<file path="config.mk">
export PLATFORM = sky130hd
export DESIGN_NAME = mq_sched_flat
export DESIGN_NICKNAME = d
export VERILOG_FILES = /design/src/rtl/mq_sched_if.sv /design/src/rtl/mq_sched.sv /design/src/flat_wrapper.sv
export SDC_FILE = /design/constraint.sdc
export NUM_CORES = 1
export LEC_CHECK = 0
export CORE_UTILIZATION = 33
export CTS_BUF_LIST = sky130_fd_sc_hd__clkbuf_2
export CTS_CLUSTER_DIAMETER = 100
export DETAILED_ROUTE_END_ITERATION = 12
export PLACE_DENSITY = 0.84
export RECOVER_POWER = 25
export SYNTH_ARGS = -nofsm -noshare
export SYNTH_HDL_FRONTEND = slang
export SYNTH_SLANG_ARGS = --single-unit
export TNS_END_PERCENT = 30
</file>
<file path="constraint.sdc">
create_clock -name clk -period 2.4 [get_ports clk]
set_input_delay 0.36 -clock clk [delete_from_list [all_inputs] [get_ports clk]]
set_output_delay 0.36 -clock clk [all_outputs]
set_load 0.02 [all_outputs]
</file>
<file path="src/rtl/mq_sched_if.sv">
// Bundle between the two code-block requesters, the MQ coder and mq_sched.
// slave is the scheduler's view; master is the requester/coder environment.
interface mq_sched_if #(
  parameter int CXW = 4
);
  logic [1:0]       req_valid;
  logic [1:0]       req_bit;
  logic [2*CXW-1:0] req_cx;
  logic [1:0]       req_last;
  logic [1:0]       req_ready;
  logic [7:0]       byte_out;
  logic [1:0]       byte_valid;
  logic [1:0]       blk_done;
  logic             busy;
  logic             mq_restart;
  logic             mq_bit;
  logic [CXW-1:0]   mq_cx;
  logic             mq_valid;
  logic             mq_update;
  logic             mq_flush;
  logic             mq_flush_done;
  logic [7:0]       mq_byte;
  logic             mq_byte_valid;
  logic             timeout_err;

  modport slave (
    input  req_valid, req_bit, req_cx, req_last,
    input  mq_update, mq_flush_done, mq_byte, mq_byte_valid,
    output req_ready, byte_out, byte_valid, blk_done, busy,
    output mq_restart, mq_bit, mq_cx, mq_valid, mq_flush, timeout_err
  );

  modport master (
    output req_valid, req_bit, req_cx, req_last,
    output mq_update, mq_flush_done, mq_byte, mq_byte_valid,
    input  req_ready, byte_out, byte_valid, blk_done, busy,
    input  mq_restart, mq_bit, mq_cx, mq_valid, mq_flush, timeout_err
  );
endinterface

</file>
<file path="src/rtl/mq_sched.sv">
// Two-requester round-robin scheduler sharing one MQ coder, one code-block per grant.
// Define MQ_SCHED_TIMEOUT_EN to add a watchdog that flushes a stalled code-block.
module mq_sched #(
  parameter int CXW    = 4,
  parameter int TO_CYC = 255
) (
  input logic        clk,
  input logic        rst,
  mq_sched_if.slave  bus
);

  typedef enum logic [1:0] {IDLE, START, CODE, FLUSH} state_t;

  state_t state_q, state_d;
  logic   g_q, g_d;
  logic   lastg_q, lastg_d;
  logic   timeout_hit;

  logic           sel_valid, sel_bit, sel_last;
  logic [CXW-1:0] sel_cx;

  logic [1:0]     req_ready_c, byte_valid_c, blk_done_c;
  logic           busy_c, mq_restart_c, mq_bit_c, mq_valid_c, mq_flush_c, timeout_err_c;
  logic [CXW-1:0] mq_cx_c;

  assign sel_valid = bus.req_valid[g_q];
  assign sel_bit   = bus.req_bit[g_q];
  assign sel_last  = bus.req_last[g_q];
  assign sel_cx    = g_q ? bus.req_cx[2*CXW-1:CXW] : bus.req_cx[CXW-1:0];

`ifdef MQ_SCHED_TIMEOUT_EN
  localparam int CNT_W = $clog2(TO_CYC + 1);

  logic [CNT_W-1:0] cnt_q, cnt_d;

  // Counts consecutive starved CODE cycles; any other cycle restarts it.
  always_comb begin
    cnt_d       = '0;
    timeout_hit = 1'b0;
    if (state_q == CODE && !sel_valid) begin
      if (cnt_q == CNT_W'(TO_CYC - 1)) begin
        timeout_hit = 1'b1;
      end else begin
        cnt_d = cnt_q + 1'b1;
      end
    end
  end

  always_ff @(posedge clk) begin
    if (rst) begin
      cnt_q <= '0;
    end else begin
      cnt_q <= cnt_d;
    end
  end
`else
  assign timeout_hit = 1'b0;
`endif

  always_comb begin
    state_d       = state_q;
    g_d           = g_q;
    lastg_d       = lastg_q;
    req_ready_c   = 2'b00;
    byte_valid_c  = 2'b00;
    blk_done_c    = 2'b00;
    mq_restart_c  = 1'b0;
    mq_valid_c    = 1'b0;
    mq_bit_c      = 1'b0;
    mq_cx_c       = '0;
    mq_flush_c    = 1'b0;
    timeout_err_c = 1'b0;
    busy_c        = (state_q != IDLE);

    case (state_q)
      IDLE: begin
        if (|bus.req_valid) begin
          g_d     = (bus.req_valid == 2'b11) ? ~lastg_q : bus.req_valid[1];
          state_d = START;
        end
      end
      START: begin
        mq_restart_c = 1'b1;
        state_d      = CODE;
      end
      CODE: begin
        mq_valid_c       = sel_valid;
        mq_bit_c         = sel_bit;
        mq_cx_c          = sel_cx;
        req_ready_c[g_q] = bus.mq_update;
        if (sel_valid && bus.mq_update && sel_last) begin
          state_d = FLUSH;
        end else if (timeout_hit) begin
          timeout_err_c = 1'b1;
          state_d       = FLUSH;
        end
      end
      FLUSH: begin
        mq_flush_c = 1'b1;
        if (bus.mq_flush_done) begin
          blk_done_c[g_q] = 1'b1;
          lastg_d         = g_q;
          state_d         = IDLE;
        end
      end
      default: state_d = IDLE;
    endcase

    // Coder bytes belong to whoever holds the grant; nobody owns them in IDLE.
    if (state_q != IDLE) begin
      byte_valid_c[g_q] = bus.mq_byte_valid;
    end

    // Reset takes effect on the edge, so strobes are masked while it is asserted.
    if (rst) begin
      req_ready_c   = 2'b00;
      byte_valid_c  = 2'b00;
      blk_done_c    = 2'b00;
      mq_restart_c  = 1'b0;
      mq_valid_c    = 1'b0;
      mq_bit_c      = 1'b0;
      mq_cx_c       = '0;
      mq_flush_c    = 1'b0;
      timeout_err_c = 1'b0;
      busy_c        = 1'b0;
    end
  end

  always_ff @(posedge clk) begin
    if (rst) begin
      state_q <= IDLE;
      g_q     <= 1'b0;
      lastg_q <= 1'b1;
    end else begin
      state_q <= state_d;
      g_q     <= g_d;
      lastg_q <= lastg_d;
    end
  end

  assign bus.req_ready   = req_ready_c;
  assign bus.byte_out    = bus.mq_byte;
  assign bus.byte_valid  = byte_valid_c;
  assign bus.blk_done    = blk_done_c;
  assign bus.busy        = busy_c;
  assign bus.mq_restart  = mq_restart_c;
  assign bus.mq_bit      = mq_bit_c;
  assign bus.mq_cx       = mq_cx_c;
  assign bus.mq_valid    = mq_valid_c;
  assign bus.mq_flush    = mq_flush_c;
  assign bus.timeout_err = timeout_err_c;

endmodule

</file>
<file path="src/flat_wrapper.sv">
// flat-port wrapper written by rule: the top's interface ports become plain ports
module mq_sched_flat 
#(
  parameter int CXW    = 4,
  parameter int TO_CYC = 255
)
  (clk, rst, bus_req_valid, bus_req_bit, bus_req_cx, bus_req_last, bus_mq_update, bus_mq_flush_done, bus_mq_byte, bus_mq_byte_valid, bus_req_ready, bus_byte_out, bus_byte_valid, bus_blk_done, bus_busy, bus_mq_restart, bus_mq_bit, bus_mq_cx, bus_mq_valid, bus_mq_flush, bus_timeout_err);
  mq_sched_if #(.CXW(CXW)) bus_i ();
  input logic clk;
  input logic rst;
  input wire logic [$bits(bus_i.req_valid)-1:0] bus_req_valid;
  input wire logic [$bits(bus_i.req_bit)-1:0] bus_req_bit;
  input wire logic [$bits(bus_i.req_cx)-1:0] bus_req_cx;
  input wire logic [$bits(bus_i.req_last)-1:0] bus_req_last;
  input wire logic [$bits(bus_i.mq_update)-1:0] bus_mq_update;
  input wire logic [$bits(bus_i.mq_flush_done)-1:0] bus_mq_flush_done;
  input wire logic [$bits(bus_i.mq_byte)-1:0] bus_mq_byte;
  input wire logic [$bits(bus_i.mq_byte_valid)-1:0] bus_mq_byte_valid;
  output wire logic [$bits(bus_i.req_ready)-1:0] bus_req_ready;
  output wire logic [$bits(bus_i.byte_out)-1:0] bus_byte_out;
  output wire logic [$bits(bus_i.byte_valid)-1:0] bus_byte_valid;
  output wire logic [$bits(bus_i.blk_done)-1:0] bus_blk_done;
  output wire logic [$bits(bus_i.busy)-1:0] bus_busy;
  output wire logic [$bits(bus_i.mq_restart)-1:0] bus_mq_restart;
  output wire logic [$bits(bus_i.mq_bit)-1:0] bus_mq_bit;
  output wire logic [$bits(bus_i.mq_cx)-1:0] bus_mq_cx;
  output wire logic [$bits(bus_i.mq_valid)-1:0] bus_mq_valid;
  output wire logic [$bits(bus_i.mq_flush)-1:0] bus_mq_flush;
  output wire logic [$bits(bus_i.timeout_err)-1:0] bus_timeout_err;
  assign bus_i.req_valid = bus_req_valid;
  assign bus_i.req_bit = bus_req_bit;
  assign bus_i.req_cx = bus_req_cx;
  assign bus_i.req_last = bus_req_last;
  assign bus_i.mq_update = bus_mq_update;
  assign bus_i.mq_flush_done = bus_mq_flush_done;
  assign bus_i.mq_byte = bus_mq_byte;
  assign bus_i.mq_byte_valid = bus_mq_byte_valid;
  assign bus_req_ready = bus_i.req_ready;
  assign bus_byte_out = bus_i.byte_out;
  assign bus_byte_valid = bus_i.byte_valid;
  assign bus_blk_done = bus_i.blk_done;
  assign bus_busy = bus_i.busy;
  assign bus_mq_restart = bus_i.mq_restart;
  assign bus_mq_bit = bus_i.mq_bit;
  assign bus_mq_cx = bus_i.mq_cx;
  assign bus_mq_valid = bus_i.mq_valid;
  assign bus_mq_flush = bus_i.mq_flush;
  assign bus_timeout_err = bus_i.timeout_err;
  mq_sched #(.CXW(CXW), .TO_CYC(TO_CYC)) u_core (.clk(clk), .rst(rst), .bus(bus_i));
endmodule
</file>
==> results_dict.tcl <==
set metrics [dict create \
    top_level_ports 51 \
    most-common-layout-cells "clkdlybuf4s50_1, nor2_1, nand2_1, mux2i_1" \
    reg2reg_to "u_core.state_q[0]$_SDFFE_PP0P_" \
    filler_cell_count 151 \
    avgRoutedWirePerCell_um 11.18 \
    yosysWarnings 0 \
    yosys_register_bits 4 \
    post_cts_buffers 0 \
    finish.net_count 126 \
    viasPerCell 4.798 \
    cts-htree-levels 1 \
    worstPathArrival_ns 1.89 \
    worst_slew_pin_slew_ns 0.6408 \
    tritoncts "yes" \
    netlist_top_cells_area "dfxtp_1, buf_4, mux2i_1" \
    maximum_number_of_pins_on_one_net_before_global_route_repair 17 \
    seq_area_frac_synth_pct 14.95 \
    critical_path_end_type "primary output" \
    multi_input_area_sq_um 354.1 \
    hpwlAfterDp_um 975 \
    worstPathRequired_ns 2.04 \
    layout.area.seq_sq_um 80.08 \
    gp_congestion 0.7581 \
    worst_slew_margin_rel_pct 57.22 \
    cell_type_with_the_largest_total_area_after_synthesis "dfxtp_1" \
    first_pass_grt_wire_length_um 2097 \
    yosysTopAreaCellShare_pct 14.95 \
    clock.fmax_mhz 443.9 \
    layout_commonest_cell "clkdlybuf4s50_1" \
    critPathMaxFanout 8 \
    worst_path_slowest_cell "clkdlybuf4s50_1" \
    outcome "complete, no violations" \
    ant_nets 0 \
    power_w 0.0004342 \
    proportion_of_layout_cells_with_a_drive_suffix_above_1_pct 9.677 \
    vdd.ir_drop.worst_uv 390.3 \
    globalRouteTotalUtil_pct 14.80 \
    rows 14 \
    congestion_overflow_gr 0 \
    clkSlewWorstSetupHoldPaths_ns 0.04 \
    die_w_um 42.29 \
    grt_pass1_vias 491 \
    worstSetupStartpointType "input pin" \
    worst_hold_path_type "flip-flop to flip-flop" \
    synth.net_count 99 \
    worstSetupPathType "input pin to primary output" \
    clk_root_buffer_cell "clkbuf_2" \
    cellLeakagePower_nw 0.3611 \
    clock-skew-final_ns 0.003533 \
    die_area_sq_mm 0.001788 \
    worst_path_largest_cell_delay_ns 0.61 \
    critPathBufInv 3 \
    cts.sinks 4 \
    floorplan.initialDensity_pct 35.55 \
    remaining_drc_errors 0 \
    critical_path.most_common_cell "clkdlybuf4s50_1" \
    io_buffers 33 \
    hold_path.startpoint "u_core.state_q[0]$_SDFFE_PP0P_" \
    syn-instance-count 68 \
    r2r_slack_ns 0.85 \
    worst_r2r_path_depth 4 \
    finalCriticalPeriod_ns 2.253 \
    numCtsBuffers 3 \
    power.density_mw_per_mm2 525.0 \
    regToRegStartpoint "u_core.g_q$_SDFFE_PP0P_" \
    slew_violations 0 \
    syn-mean-instance-area_sq_um 7.875 \
    report.final.hold_viol_count 0 \
    antenna_found_initial 0 \
    vias 523 \
    critical_path.top_delay_family "buffers and inverters" \
    clk-insertion-delay-late_ns 0.20 \
    detailedRoute.firstIterationViolations 9 \
    hold_depth 1 \
    first_pass_iters 3 \
    post_synth_num_cell_types 24 \
    capture_endpoint_of_the_worst_hold_path "u_core.state_q[0]$_SDFFE_PP0P_" \
    detail_route.wirelength_um 1219 \
    final_min_period_over_clock_period_pct 93.87 \
    fin_tns_setup_ns 0 \
    final-setup-viol-count 0 \
    unrepaired_setup_endpoints_after_global_routing "no" \
    num_antenna_cells 0 \
    clock_tree.buffer_depth 2 \
    crit_path_cell_trace "clkdlybuf4s50_1, buf_4, nor2b_1, nand2_1, nor2_1, clkdlybuf4s50_1" \
    flow.area_growth_from_synthesis_pct 54.44 \
    max_cap_viol_count 0 \
    synth.cell_area_sq_um 535.5 \
    die_height_um 42.29 \
    core-area_sq_mm 0.001506 \
]
## timing repair
item,CTS,global route
endpoints found under the setup margin,0,2
hold buffers,0,0
resized for setup,0,2
## worst reg2reg max path: stages, from the launching register on
cell and delay (ns):
dfxtp_1 0.72, nand4b_4 0.27, nand3_2 0.09, and3_4 0.20, o21a_1 0.16
## worst max-delay path by stage
stage	from	endpoint	slack (ns)	cells past startpoint
6_report	rst	bus_blk_done[0]	0.15	6
5_1_grt	rst	bus_blk_done[0]	0.009	6
4_1_cts	rst	bus_req_ready[0]	0.12	4
3_5_place_dp	rst	bus_req_ready[0]	0.13	4
3_3_place_gp	rst	bus_req_ready[0]	0.14	4
2_1_floorplan	u_core.state_q[0]$_SDFFE_PP0P_	bus_byte_valid[0]	0.64	5
## cells in the mapped netlist, drive strengths merged
master,count
nor2,13
nand2,6
nand3,1
o21a,1
ha,4
nor3b,1
nand4,2
dfxtp,4
a311o,1
buf,13
inv,2
and3,3
a21oi,1
nand2b,2
mux2i,6
conb,1
nor2b,3
o31ai,1
nand4b,1
a21boi,1
a32oi,1
## through the flow
stage	instance area, sq um	hold WS [ns]	setup slack, ns	utilization (%)	cells
after detailed placement	807.0	0.5492	0.1268	53.57	106
final	827.0	0.5526	0.1472	54.90	109
after global routing	827.0	0.5770	0.008917	54.90	109
after CTS	822.0	0.5615	0.1179	54.57	109
after global placement	807.0	0.5286	0.1416	53.57	106
after floorplan	535.5	0.4968	0.6366	-	68
## flip-flops by register name, indices dropped and copies added (netlist names)
name and cells:
u_core.state_q 2, u_core.g_q 1, u_core.lastg_q 1
## where the power goes
| group | switching, W | internal (W) |
|---|---|---|
| Sequential | 0.0000291 | 0.0000836 |
| Clock | 0.0000243 | 0.0000335 |
| Combinational | 0.000123 | 0.000141 |
| Total | 0.000176 | 0.000258 |
## layout make-up
class / count / share of cell area, %
multi-input cells: 49 / 42.81
clock buffers: 3 / 1.815
flip-flops and latches: 4 / 9.682
inverters: 2 / 0.9077
repair buffers: 35 / 42.36
well taps: 16 / 2.421
## kinds of logic (layout without fill, tap and decap cells)
family | count (synthesis) | after routing | share of synthesized area (%)
AO/OA/AOI/OAI | 6 | 6 | 11.22
adder cells (fa/ha/maj) | 4 | 4 | 9.346
buffers and inverters | 15 | 40 | 18.92
flip-flops | 4 | 4 | 14.95
multiplexers | 6 | 6 | 11.22
other | 1 | 1 | 0.7003
AND/OR/NAND/NOR | 32 | 32 | 33.64
## per-layer routing
| metal | GRT usage (%) | part of all wire, % | wire length, um |
|---|---|---|---|
| met2 | 24.62 | 46 | 562 |
| met5 | 0 | 0 | 0 |
| met1 | 17.59 | 46 | 564 |
| met3 | 7.328 | 7.1 | 86 |
| met4 | 1.875 | 0.49 | 6 |
Power figures use the tool's default switching activity.
